--- src/rtl/input_port_buffer.sv ---
// input_port_buffer: router input-port FIFO with a registered output stage.
// A flit pushed into an empty buffer appears on data_out two edges later:
// one edge writes storage, the next pops it into the output register.
// Optional build macro INBUF_OVF_DETECT_EN adds a sticky overflow flag that
// records any push attempted while the FIFO is full.
module input_port_buffer #(
  parameter int FLIT_W = 32,
  parameter int DEPTH  = 4
) (
  input  logic              clk,
  input  logic              rst_n,
  input  logic [FLIT_W-1:0] data_in,
  input  logic              wr_en,
  output logic              full,
  output logic              empty,
  input  logic              rd_en,
  input  logic              en,
  output logic [FLIT_W-1:0] data_out,
  output logic              valid,
  output logic              ovf
);

  localparam int            AW      = $clog2(DEPTH);
  localparam logic [AW:0]   CNT_MAX = (AW+1)'(DEPTH);

  logic [FLIT_W-1:0] mem [DEPTH];
  logic [AW-1:0]     wr_ptr, rd_ptr;
  logic [AW:0]       count;
  logic              push, pop;

  // Flags come from the registered count only, so the upstream flow-control
  // logic never sees a combinational path through this block.
  assign full  = (count == CNT_MAX);
  assign empty = (count == '0);

  // A push is judged against the full flag at the start of the cycle, so a
  // same-cycle pop does not make room. Pops are gated by the output enable.
  assign push = wr_en && !full;
  assign pop  = en && rd_en && !empty;

  // Storage write; contents are don't-care until written, so no reset.
  always_ff @(posedge clk) begin
    if (push) mem[wr_ptr] <= data_in;
  end

  // Pointers and occupancy counter; pointers wrap naturally at DEPTH.
  always_ff @(posedge clk or negedge rst_n) begin
    if (!rst_n) begin
      wr_ptr <= '0;
      rd_ptr <= '0;
      count  <= '0;
    end else begin
      if (push) wr_ptr <= wr_ptr + 1'b1;
      if (pop)  rd_ptr <= rd_ptr + 1'b1;
      case ({push, pop})
        2'b10:   count <= count + 1'b1;
        2'b01:   count <= count - 1'b1;
        default: count <= count;
      endcase
    end
  end

  // Output register: loads the head flit on a pop, drops valid on an enabled
  // cycle without a pop, and freezes entirely while en is low.
  always_ff @(posedge clk or negedge rst_n) begin
    if (!rst_n) begin
      data_out <= '0;
      valid    <= 1'b0;
    end else if (en) begin
      if (pop) begin
        data_out <= mem[rd_ptr];
        valid    <= 1'b1;
      end else begin
        valid    <= 1'b0;
      end
    end
  end

`ifdef INBUF_OVF_DETECT_EN
  // Sticky overflow: set on any rejected push, cleared only by reset.
  always_ff @(posedge clk or negedge rst_n) begin
    if (!rst_n)              ovf <= 1'b0;
    else if (wr_en && full)  ovf <= 1'b1;
  end
`else
  assign ovf = 1'b0;
`endif

endmodule

--- config.mk ---
export PLATFORM = sky130hd
export DESIGN_NAME = input_port_buffer
export DESIGN_NICKNAME = d
export VERILOG_FILES = /design/src/rtl/input_port_buffer.sv
export SDC_FILE = /design/constraint.sdc
export NUM_CORES = 1
export LEC_CHECK = 0
export BUFFER_PORTS_ARGS = -buffer_cell sky130_fd_sc_hd__buf_2
export CORE_MARGIN = 2
export CORE_UTILIZATION = 35
export DETAILED_ROUTE_END_ITERATION = 8
export PLACE_DENSITY = 0.52
export SYNTH_ARGS = -nofsm -noshare
export SYNTH_HDL_FRONTEND = slang
export SYNTH_SLANG_ARGS = --single-unit
--- constraint.sdc ---
create_clock -name clk -period 2.6 [get_ports clk]
set_input_delay 0.52 -clock clk [delete_from_list [all_inputs] [get_ports clk]]
set_output_delay 0.52 -clock clk [all_outputs]
set_load 0.05 [all_outputs]
== Yosys cells after proc, flatten, opt, wreduce, memory -nomap -nowiden ==
Memories as Yosys holds them, arrays and structs flattened. A register that Yosys moved wholly into a read port is not among the register bits.
Cells that the tools add are included.
Word-level totals
  logic and storage cells: 25
  bits of input ports: 37
  output and inout bits: 36
  memories: 1
  RAM bits: 128
  register bits: 8
Cells by class
  reduce and logical (&&, ||, !) cells: 9
  equality and inequality tests: 3
  $add $sub $neg: 4
  mux-type cells: 4
Memory list
  mem: depth 4, bits a word 32, read ports 1, clocked after memory_dff 1, wr ports 1, RTL line 26  | logic [FLIT_W-1:0] mem [DEPTH];
Operators by type and width (count)
  case mux 3 bit (2 select lines): 1
  adder 2 x 1 -> 2 bit, second input constant: 2
  adder 3 x 1 -> 3 bit, second input constant: 1
  == test 3 bit, second input constant: 1
  logical AND 1 bit: 3
  logical NOT 1 bit: 3
  logical NOT 3 bit: 1
  two-way mux 1 bit: 3
  subtractor 3 x 1 -> 3 bit, second input constant: 1
  == test 2 x 1 -> 1 bit, second input constant: 1
  == test 2 bit, second input constant: 1
  AND reduction 2 bit: 1
  nonzero test 2 bit: 1

== Logic depth before layout (Yosys ltp) ==
Gate-level depths: netlist (run 1).
  word-level depth: 5
  mapped depth: 9
  depth with buffers taken out: 9

== Worst setup path before layout (run 1) ==
No wires, ideal clock.
  kind: register -> register
  start: reg count[0]
  end: reg count[2]
  arrival: 2.385 ns
  cell stages (with the launch flop): 10
  buffers on the path: 0
  setup slack: 0.135 ns
  required time: 2.521 ns
  path through: dfrtp_1 > nor3b_2 > nor2b_2 > inv_1 > ha_1 > inv_1 > fa_1 > xor2_1 > nor2_1 > xor2_1
On the way
  word-level cells in the longest chain between the ends: 5
RTL lines
  start, declared: RTL line 28  | logic [AW:0] count;
  start signal, assigned: RTL line 56  | 2'b10: count <= count + 1'b1;
  start signal, assigned: RTL line 57  | 2'b01: count <= count - 1'b1;
  start signal, assigned: RTL line 58  | default: count <= count;
  == test 3 bit (*): RTL line 33  | assign full = (count == CNT_MAX);
  via full: RTL line 14  | output logic full,
  logical NOT 1 bit (*): RTL line 38  | assign push = wr_en && !full;
  logical AND 1 bit (*): RTL line 38
  == test 2 x 1 -> 1 bit / == test 2 bit (equally long branches): RTL line 55  | case ({push, pop})
  case mux 3 bit (2 select lines) / nonzero test 2 bit (equally long branches)
Mark *: on every way through the listed nets, which the timed path passes. The rest lies on a longest branch.
A chain may end at the register's enable or synchronous reset.

== Worst setup path after layout (run 1) ==
  start: reg count[0]
  end: reg count[2]
On the way
  word-level cells in the longest chain between the ends: 5
RTL lines (RTL line)
  == test 3 bit / logical NOT 3 bit (equally long branches): 33, 34
  logical NOT 1 bit (on tied branches): 38, 39
  logical AND 1 bit (on tied branches): 38, 39
  == test 2 x 1 -> 1 bit / == test 2 bit (equally long branches): 55
  case mux 3 bit (2 select lines) / nonzero test 2 bit (equally long branches)
Parallel ways exist; a longest one is shown, timed or not.

==> results.md, run 1 <==
* DR iter-0 viols at 223
* Total negative slack at 0 ns
* Async S/R FF share, synth at 23.8%
* # placed instances at 639
* Simple-gate area share of the yosys netlist at 6.56%
* Post-layout min period at 1.97 ns
* Commonest non-fill, non-tap cell in the layout: edfxtp_1
* Switching pwr at 3.23 mW
* Vias at 3145
* Initial antenna violation count at 1
* Flop pwr share at 42.4%
* Min Hold Slack at 0.116 ns
* Synth Area in XOR/XNOR at 0.822%
* Yosys warning count at 0
* Die Span Y at 139 um
* Number of clock sinks at 168
* Ys flop type: edfxtp_1
* Startpoint Class: flip-flop
* Tightest Hold Check Type: in2async
* Hold Fails Final Rpt at 0
* Die area at 0.0194 sq mm
* Core Area at 0.0180 sq mm
* Endpoints failing setup at 0
* Post-Synth Adder-Cell Area at 1.29%
* Post-synthesis cell count at 345
* Power share of the combinational group at 31.1%
* Compound-cell area share of the yosys netlist at 0.489%
* Vias per cell at 4.68
* Pins Over Slew Limit at 0
* Post-cts hold buffer count at 0
* Sw Ratio at 34.7%
* Synth Area per Inst at 18.5 sq um
* Worst Path Buf+Inv at 2
* Register area share after synthesis at 75.8%
* Vias in the first global route at 3377
* First-pass GRT wire length at 19000 um
* Share of cells above drive strength 1 at 32.6%
* IO Port Bufs at 71
* Max Freq at 508 MHz
* Post-synthesis mux area share at 12.1%
* DRT Pass-1 Iters at 4
* Post-CTS Setup Bufs at 0
* CP arrival at 2.32 ns
* Clock share of power at 26.5%
* Crit-path max FO at 7
* Slowest CP cell: dfrtp_1
* Leak at 2.96 nW
* Worst Tran Pin Value at 0.646 ns
* Critical path cell sequence: nor3b_2 -> nor2b_2 -> inv_1 -> ha_1 -> inv_1 -> fa_1 -> xor2_1 -> nor2_1 -> xor2_1
* RSZ-0062 raised after global routing: false
* Worst Path Required at 2.96 ns
* Post-route ant nets at 0
* Grt ovf at 0
* Worst vdd ir at 0.000590 V
* Clk Latency, worst-skew pair at 0.43 ns
* Hpwl dp at 7010 um
* Deepest clock path buffer count at 2
* Most frequent cells in the layout: edfxtp_1, nand2_1, buf_2
* Post-synth EDFFs at 128
* Core Rows at 49
* Internal power at 6.09 mW
* Slowest stage delay, CP at 0.46 ns
* CTS tree: done
* Initial Util at 35.6%
* # nets final at 472
* Number of fill cells at 1623
* Post-route non-filler standard cell count at 672
* Clk_skew at 0.0192 ns
* H-tree depth at 4
* # IOs at 73
* Pwr dens at 1230 mW/mm^2
* Max-slew headroom at 56.9%
* Die width at 139 um
* Outcome: finished, final reports clean
* Overall global routing resource usage at 13.1%
* Crit path capture type: flip-flop
* Largest net degree at the start of global routing at 35
* Clock Tree Root: clkbuf_16
* Mapped Area at 0.00639 sq mm
* DRC viols at 0
* Setup WS post-layout at 0.632 ns
* Main combinational cell family by area after synthesis: multiplexers
* Worst-path clk slew at 0.06 ns
* Routed WL per cell at 17.7 um
* CTS buffer count at 17
* GPL Wtd Cong at 0.699
* Layout area overhead at 19.1%
* Cell family with most CP delay: adder cells
* Cell variety after synth at 27
* Critical path class: reg2reg
* Yosys reg bits at 168
* Final worst-path cycle share at 75.7%
* Post-Route WL at 11900 um
* Max capacitance violation total at 0
* Mapped Nets at 388
* DP Worst Slack at 0.630 ns
* Post_cts resized at 0
## cells in the mapped netlist, drive strengths merged (2+ instances only)
| cell type | count | area [sq um] |
|---|---|---|
| edfxtp | 128 | 3840 |
| mux4 | 32 | 754 |
| ha | 5 | 62.6 |
| nand2 | 97 | 364 |
| buf | 13 | 134 |
| inv | 8 | 32.5 |
| dfrtp | 40 | 1000 |
| and2 | 4 | 25.0 |
| xor2 | 2 | 17.5 |
| clkbuf | 2 | 17.5 |
| xnor2 | 4 | 35.0 |
## registers in the layout, summed over array words and instances (netlist names)
register,flops
mem,128
wr_ptr,2
count,3
rd_ptr,2
valid,1
data_out,32
## worst paths after layout
check / cells past startpoint / slack [ns] / startpoint / end
max: 9 / 0.63 / count[0] / count[2]
min: 1 / 0.12 / rst_n / data_out[29]
max reg2reg: 9 / 0.63 / count[0] / count[2]
min reg2reg: 2 / 0.47 / data_out[18] / data_out[18]
max in group asynchronous: 2 / 1.79 / rst_n / data_out[27]
min in group clk: 1 / 0.31 / data_in[7] / mem[3][7]
## through the flow
step | util, % | area, sq um | power, mW
after floorplan | - | 6390 | 6.23
after global placement | 39.1 | 7020 | 6.95
after detailed placement | 39.1 | 7020 | 7.01
after CTS | 42.4 | 7610 | 9.50
after global routing | 42.4 | 7610 | 9.81
final | 42.4 | 7610 | 9.33
## metal layers
metal	vias up	global-route usage, %	wire length, um	share of wire (%)
met4	0	4.78	112	0.94
met2	56	21.1	6020	51
met5	-	0	0	0
met1	1633	17.1	5360	45
met3	7	3.90	402	3.4
li1	1449	-	-	-
## power by group through the flow
stage	sequential [mW]	clock (mW)	combinational, mW
6_report	3.96	2.47	2.90
5_1_grt	4.04	2.63	3.14
4_1_cts	3.98	2.53	2.99
3_5_place_dp	4.03	0	2.98
3_3_place_gp	4.00	0	2.95
2_1_floorplan	4.74	0	1.48
## logic make-up after synthesis
kind of cell	after synthesis
compound gates	2
xor+xnor	6
fa+ha+maj	6
buf+inv	23
flops	168
mux	34
other cells	1
simple gates	105
## area by class of cell
class	count	area [sq um]	share of cell area [%]
flip-flops and latches	168	4850	63.7
multi-input cells	154	1370	18.0
repair buffers	80	485	6.38
clock buffers	18	439	5.77
well taps	229	287	3.76
clock inverters	14	150	1.97
inverters	8	32.5	0.427
diodes	1	2.50	0.0329
Power figures use the tool's default switching activity.
==> run 2: changes to the inputs <==
Settings changed: PLACE_DENSITY 0.52 to 0.54.
Clock period 2.6 ns to 1.63 ns, I/O delays scaled along.
==> run 2 against run 1 <==
Sequential share of layout area decreased by 2.7 points. Highest routed layer is now met5. The flow now finishes with violations (setup timing). Flip-flop and latch count unchanged. Cell count is 3.7% higher.
==> results.md, run 2 (synthesized netlist as in run 1, its figures left out) <==
* Outcome: finished, violations left
* Failing checks: setup timing
* Worst Path Required at 1.97 ns (-0.99 ns)
* Largest registers: mem x128, data_out x32, count x3
* Startpoint Class: flip-flop
* Min Hold Slack at 0.120 ns (+0.00397 ns)
* Power share of the combinational group at 35.1% (+4.0 points)
* Internal power at 10.1 mW (+66%)
* DRC viols at 0 (unchanged)
* Vias per cell at 4.55 (-2.9%)
* GPL Wtd Cong at 0.723 (+3.5%)
* Die area at 0.0194 sq mm (unchanged)
* H-tree depth at 4 (unchanged)
* Largest net degree at the start of global routing at 41 (+17%)
* Post-layout util at 44.3% (+1.9 points)
* Switching pwr at 5.28 mW (+63%)
* Hold Fails Final Rpt at 0 (unchanged)
* Core Area at 0.0180 sq mm (unchanged)
* Pwr dens at 1930 mW/mm^2 (+58%)
* CTS tree: done
* Deepest clock path buffer count at 2 (unchanged)
* Initial Util at 35.6% (unchanged)
* Worst-path clk slew at 0.06 ns (about the same)
* Pins Over Slew Limit at 0 (unchanged)
* Initial antenna violation count at 2 (+1)
* Layout area overhead at 24.5%
* Most frequent cells in the layout: edfxtp_1, nand2_1, buf_2
* IO Port Bufs at 71 (unchanged)
* RSZ-0062 raised after global routing: true
* Commonest non-fill, non-tap cell in the layout: edfxtp_1
* Critical path class: reg2reg
* Max capacitance violation total at 0 (unchanged)
* Tightest Hold Check Type: in2reg
* Clock Tree Root: clkbuf_16
* Vias in the first global route at 3439 (+1.8%)
* Share of cells above drive strength 1 at 37.5% (+4.9 points)
* DRT Pass-1 Iters at 4 (unchanged)
* Hpwl dp at 7370 um (+5.1%)
* Clock share of power at 24.5% (-2.0 points)
* Post-layout min period at 1.77 ns (-0.196 ns)
* Leak at 3.13 nW (+5.9%)
* Die Span Y at 139 um (unchanged)
* Sw Ratio at 34.3% (-0.32 points)
* CTS buffer count at 17 (unchanged)
* Worst vdd ir at 0.00106 V (+79%)
* Post-Route WL at 11800 um (-0.74%)
* # nets final at 497 (+5.3%)
* # IOs at 73 (unchanged)
* Routed WL per cell at 16.9 um (-4.3%)
* Clk Latency, worst-skew pair at 0.42 ns (about the same)
* Die width at 139 um (unchanged)
* Crit-path max FO at 3 (-4)
* First-pass GRT wire length at 18700 um (-1.5%)
* Setup WS post-layout at -0.142 ns (-0.774 ns)
* Crit path capture type: flip-flop
* Post-route ant nets at 0 (unchanged)
* Biggest register: mem
* Clk_skew at 0.00870 ns (-0.0105 ns)
* Max reg flops at 128 (unchanged)
* Endpoints failing setup at 4 (+4)
* Overall global routing resource usage at 13.0% (-0.11 points)
* Final worst-path cycle share at 109% (+33 points)
* Core Rows at 49 (unchanged)
* Overall power at 15.4 mW (+65%)
* DR iter-0 viols at 142 (-36%)
* Flop pwr share at 40.4% (-2.0 points)
* Vias at 3168 (+0.73%)
* Grt ovf at 0 (unchanged)
* CP arrival at 2.11 ns (-0.21 ns)
* Number of clock sinks at 168 (unchanged)
* Max Freq at 564 MHz (+11%)
## run 2: changes by cell type in the layout (fill, tap and decap cells not counted), moves of 4 or more
cell,delta
and2_4,+4
buf_6,+11
and2_2,-4
buf_4,+8
buf_12,+5
## run 2: what timing repair did
action / 4_1_cts / 5_1_grt
pin swaps: 6 / 4
hold buffers: 1 / 0
hold endpoints to repair: 40 / 0
cloned: 0 / 1
endpoints found under the setup margin: 4 / 132
buffers inserted: 2 / 5
gates resized for setup: 10 / 12
## run 2: path summary, 6_finish.rpt
kind	start	end	slack, ns	cells past startpoint
max	count[1]	count[2]	-0.14	9
min	data_in[17]	mem[2][17]	0.12	1
max reg2reg	count[1]	count[2]	-0.14	9
min reg2reg	data_out[6]	data_out[6]	0.47	2
max in group asynchronous	rst_n	rd_ptr[0]	0.97	3
min in group asynchronous	rst_n	data_out[5]	0.43	3
## run 2: final cells by class
| cell class | instances | area [sq um] |
|---|---|---|
| fill | 1577 | 10000 |
| sequential | 168 | 4850 |
| multi-input combinational | 154 | 1410 |
| timing repair buffer | 105 | 810 |
| clock buffer | 19 | 443 |
| tap | 229 | 287 |
| clock inverter | 13 | 123 |
| inverter | 8 | 32.5 |
| antenna | 1 | 2.50 |
## run 2: routing by layer
metal	vias to the layer above	share of wire (%)	GRT usage, %	wire length [um]
li1	1493	-	-	-
met1	1596	43	15.5	5060
met2	63	51	22.0	6060
met3	14	4.3	4.49	511
met4	2	1.4	4.94	167
met5	-	0.093	0	11
## run 2: stage by stage
stage / TNS (ns) / setup slack [ns] / area (sq um) / cells
after floorplan: -25.68 / -0.545 / 6430 / 345
after global placement: -0.156 / -0.126 / 7240 / 656
after detailed placement: -0.295 / -0.197 / 7240 / 656
after CTS: -0.512 / -0.176 / 7860 / 691
after global routing: -0.797 / -0.285 / 7960 / 696
final: -0.460 / -0.142 / 7960 / 697
## run 2: power by group through the flow
stage / combinational (mW) / sequential (mW) / clock [mW]
floorplan: 2.42 / 7.56 / 0
global placement: 5.19 / 6.26 / 0
detailed placement: 5.23 / 6.31 / 0
CTS: 5.33 / 6.24 / 3.89
global route: 5.80 / 6.33 / 4.06
finish: 5.40 / 6.21 / 3.77
## run 2: critical path: stages, from the launching register on
cell and delay (ns):
dfrtp_2 0.45, nor3b_4 0.24, nor2b_4 0.06, inv_2 0.06, ha_4 0.13, inv_2 0.04
fa_2 0.33, xor2_1 0.14, nor2_1 0.11, xor2_1 0.15
==> run 3: changes to the inputs <==
Settings changed: CORE_UTILIZATION 35 to 50, CTS_CLUSTER_DIAMETER from default to 30, PLACE_DENSITY 0.54 to 0.73.
==> run 3 against run 2 <==
The run still ends with setup timing left. Clock skew is 0.0013 ns lower. Power decreased by 1.1%. Global-route usage is 5.2 points higher. Clock power is 3% lower. Flip-flop and latch count unchanged. Final area fell by 1.8%. Sequential share of layout area is 1.1 points higher. Register-to-register slack lost 0.05 ns. First-iteration DRC count up 49%. Combinational power down 2%. Worst hold slack worse by 0.0048 ns. Critical path depth is 5 lower. Critical path type is now reg2out.
==> results.md, run 3 (synthesized netlist as in run 1, its figures left out) <==
* Outcome: finished, violations left
* Failing checks: setup timing
* CTS buffer count at 17 (unchanged)
* Max reg flops at 128 (unchanged)
* # placed instances at 593 (-9.6%)
* Post-layout min period at 1.84 ns (+0.0699 ns)
* Biggest register: mem
* GPL Wtd Cong at 0.721 (-0.30%)
* Final worst-path cycle share at 113% (+4.3 points)
* Clock Tree Root: clkbuf_16
* Cell family with most CP delay: buffers and inverters
* Core Rows at 41 (-16%)
* Post-Route WL at 11500 um (-2.4%)
* IO Port Bufs at 71 (unchanged)
* Commonest non-fill, non-tap cell in the layout: edfxtp_1
* Share of cells above drive strength 1 at 36.3% (-1.2 points)
* Die width at 117 um (-16%)
* # IOs at 73 (unchanged)
* Vias at 3237 (+2.2%)
* Deepest clock path buffer count at 2 (unchanged)
* Min Hold Slack at 0.116 ns (-0.00481 ns)
* Worst vdd ir at 0.000966 V (-8.7%)
* Area post-placement at 0.00714 sq mm (-1.5%)
* RSZ-0062 raised after global routing: true
* Number of clock sinks at 168 (unchanged)
* Max Freq at 543 MHz (-3.8%)
* Post-layout util at 62.2% (+18 points)
* Hpwl dp at 6790 um (-7.9%)
* Largest net degree at the start of global routing at 41 (unchanged)
* Startpoint Class: flip-flop
* Worst Path Buf+Inv at 3 (+1)
* Top sig layer: met4
* Pwr dens at 1950 mW/mm^2 (+0.74%)
* Metal1 wirelength at 4760 um (-6.0%)
* Critical path cell sequence: buf_4 -> buf_4 -> nor3_4 -> buf_6
* Setup WS post-layout at -0.212 ns (-0.0699 ns)
* Wire length on met2 at 5900 um (-2.7%)
* Critical path class: reg2out
* Core Area at 0.0126 sq mm (-30%)
* Most frequent CP cell: buf_4
* Leak at 3.09 nW (-1.2%)
* DR iter-0 viols at 211 (+49%)
* Most frequent cells in the layout: edfxtp_1, nand2_1, buf_2
* Post-route non-filler standard cell count at 633 (-9.2%)
* DRC viols at 0 (unchanged)
* Final instance area at 0.00781 sq mm (-1.8%)
* First-pass GRT wire length at 17800 um (-5.1%)
* Worst-path clk slew at 0.06 ns (about the same)
* Tightest Hold Check Type: in2reg
* Largest registers: mem x128, data_out x32, count x3
* Clk_skew at 0.00739 ns (-0.00131 ns)
* Initial Util at 50.9% (+15 points)
* Endpoints failing setup at 4 (unchanged)
* Slowest stage delay, CP at 0.44 ns (about the same)
* Die Span Y at 117 um (-16%)
* DP Worst Slack at -0.236 ns (-0.0393 ns)
* WL met3 at 663 um (+30%)
* Layout area overhead at 22.2%
* Crit-path max FO at 3 (unchanged)
* Pins Over Slew Limit at 0 (unchanged)
* Max capacitance violation total at 0 (unchanged)
* Crit path capture type: output port
* CP arrival at 1.52 ns (-0.59 ns)
* FF/Latch Area at 0.00485 sq mm (about the same)
* Multi-input gate area at 0.00141 sq mm (unchanged)
* Hold Fails Final Rpt at 0 (unchanged)
* Vias per cell at 5.11 (+13%)
* Routed WL per cell at 18.2 um (+7.4%)
* Overall global routing resource usage at 18.3% (+5.2 points)
* H-tree depth at 4 (unchanged)
* Worst Path Required at 1.30 ns (-0.67 ns)
* Number of fill cells at 927 (-41%)
* Slowest CP cell: dfrtp_2
* CTS tree: done
* Vias in the first global route at 3360 (-2.3%)
* Grt ovf at 0 (unchanged)
* Die area at 0.0137 sq mm (-29%)
* # nets final at 490 (-1.4%)
* Initial antenna violation count at 0 (-2)
* DRT Pass-1 Iters at 4 (unchanged)
* Clk Latency, worst-skew pair at 0.42 ns (about the same)
* Post-route ant nets at 0 (unchanged)
-- run 3: repair_timing --
action,in CTS,in global routing
setup buffers,2,3
hold buffers,1,0
pin swaps,3,1
gates resized for setup,9,5
cloned,0,2
hold endpoints to repair,40,0
setup endpoints to repair,4,132
-- run 3: worst reg2reg max path, stage by stage, from the launching register on --
cell	delay [ns]
dfrtp_2	0.44
nor3b_4	0.26
nor2b_4	0.07
inv_2	0.06
ha_4	0.13
inv_2	0.04
fa_2	0.33
xor2_1	0.14
nor2_1	0.12
xor2_1	0.16
-- run 3: final cells by class --
class | instances | area share, %
Multi-Input combinational cell | 154 | 18.1
Tap cell | 172 | 2.75
Antenna cell | 1 | 0.0320
Clock inverter | 14 | 1.39
Inverter | 8 | 0.416
Timing Repair Buffer | 98 | 9.64
Clock buffer | 18 | 5.62
Sequential cell | 168 | 62.1
-- run 3: power breakdown --
| part | switching [mW] | internal (mW) | total, mW | leakage (nW) |
|---|---|---|---|---|
| clock | 1.55 | 2.11 | 3.66 | 0.268 |
| combinational | 3.23 | 2.08 | 5.31 | 1.16 |
| sequential | 0.432 | 5.80 | 6.23 | 1.66 |
| total | 5.21 | 9.99 | 15.2 | 3.09 |
-- run 3: final timing paths --
path | start | end | slack [ns] | depth (start not counted)
setup / recovery | count[1] | empty | -0.21 | 4
hold / removal | data_in[0] | mem[2][0] | 0.12 | 1
setup reg to reg | count[1] | count[2] | -0.19 | 9
hold reg to reg | data_out[0] | data_out[0] | 0.47 | 2
max in group asynchronous | rst_n | rd_ptr[0] | 0.99 | 3
min in group asynchronous | rst_n | count[1] | 0.41 | 3
-- run 3: per-layer routing --
metal	vias up	GRT usage, %
li1	1484	-
met1	1650	22.9
met2	87	29.7
met3	16	5.82
met4	0	7.61
met5	-	0
-- run 3: through the flow --
step	total power [mW]	setup TNS, ns
2_1_floorplan	9.98	-25.68
3_3_place_gp	11.3	-0.132
5_1_grt	16.0	-0.933
3_5_place_dp	11.5	-0.329
6_report	15.2	-0.613
4_1_cts	15.2	-0.587
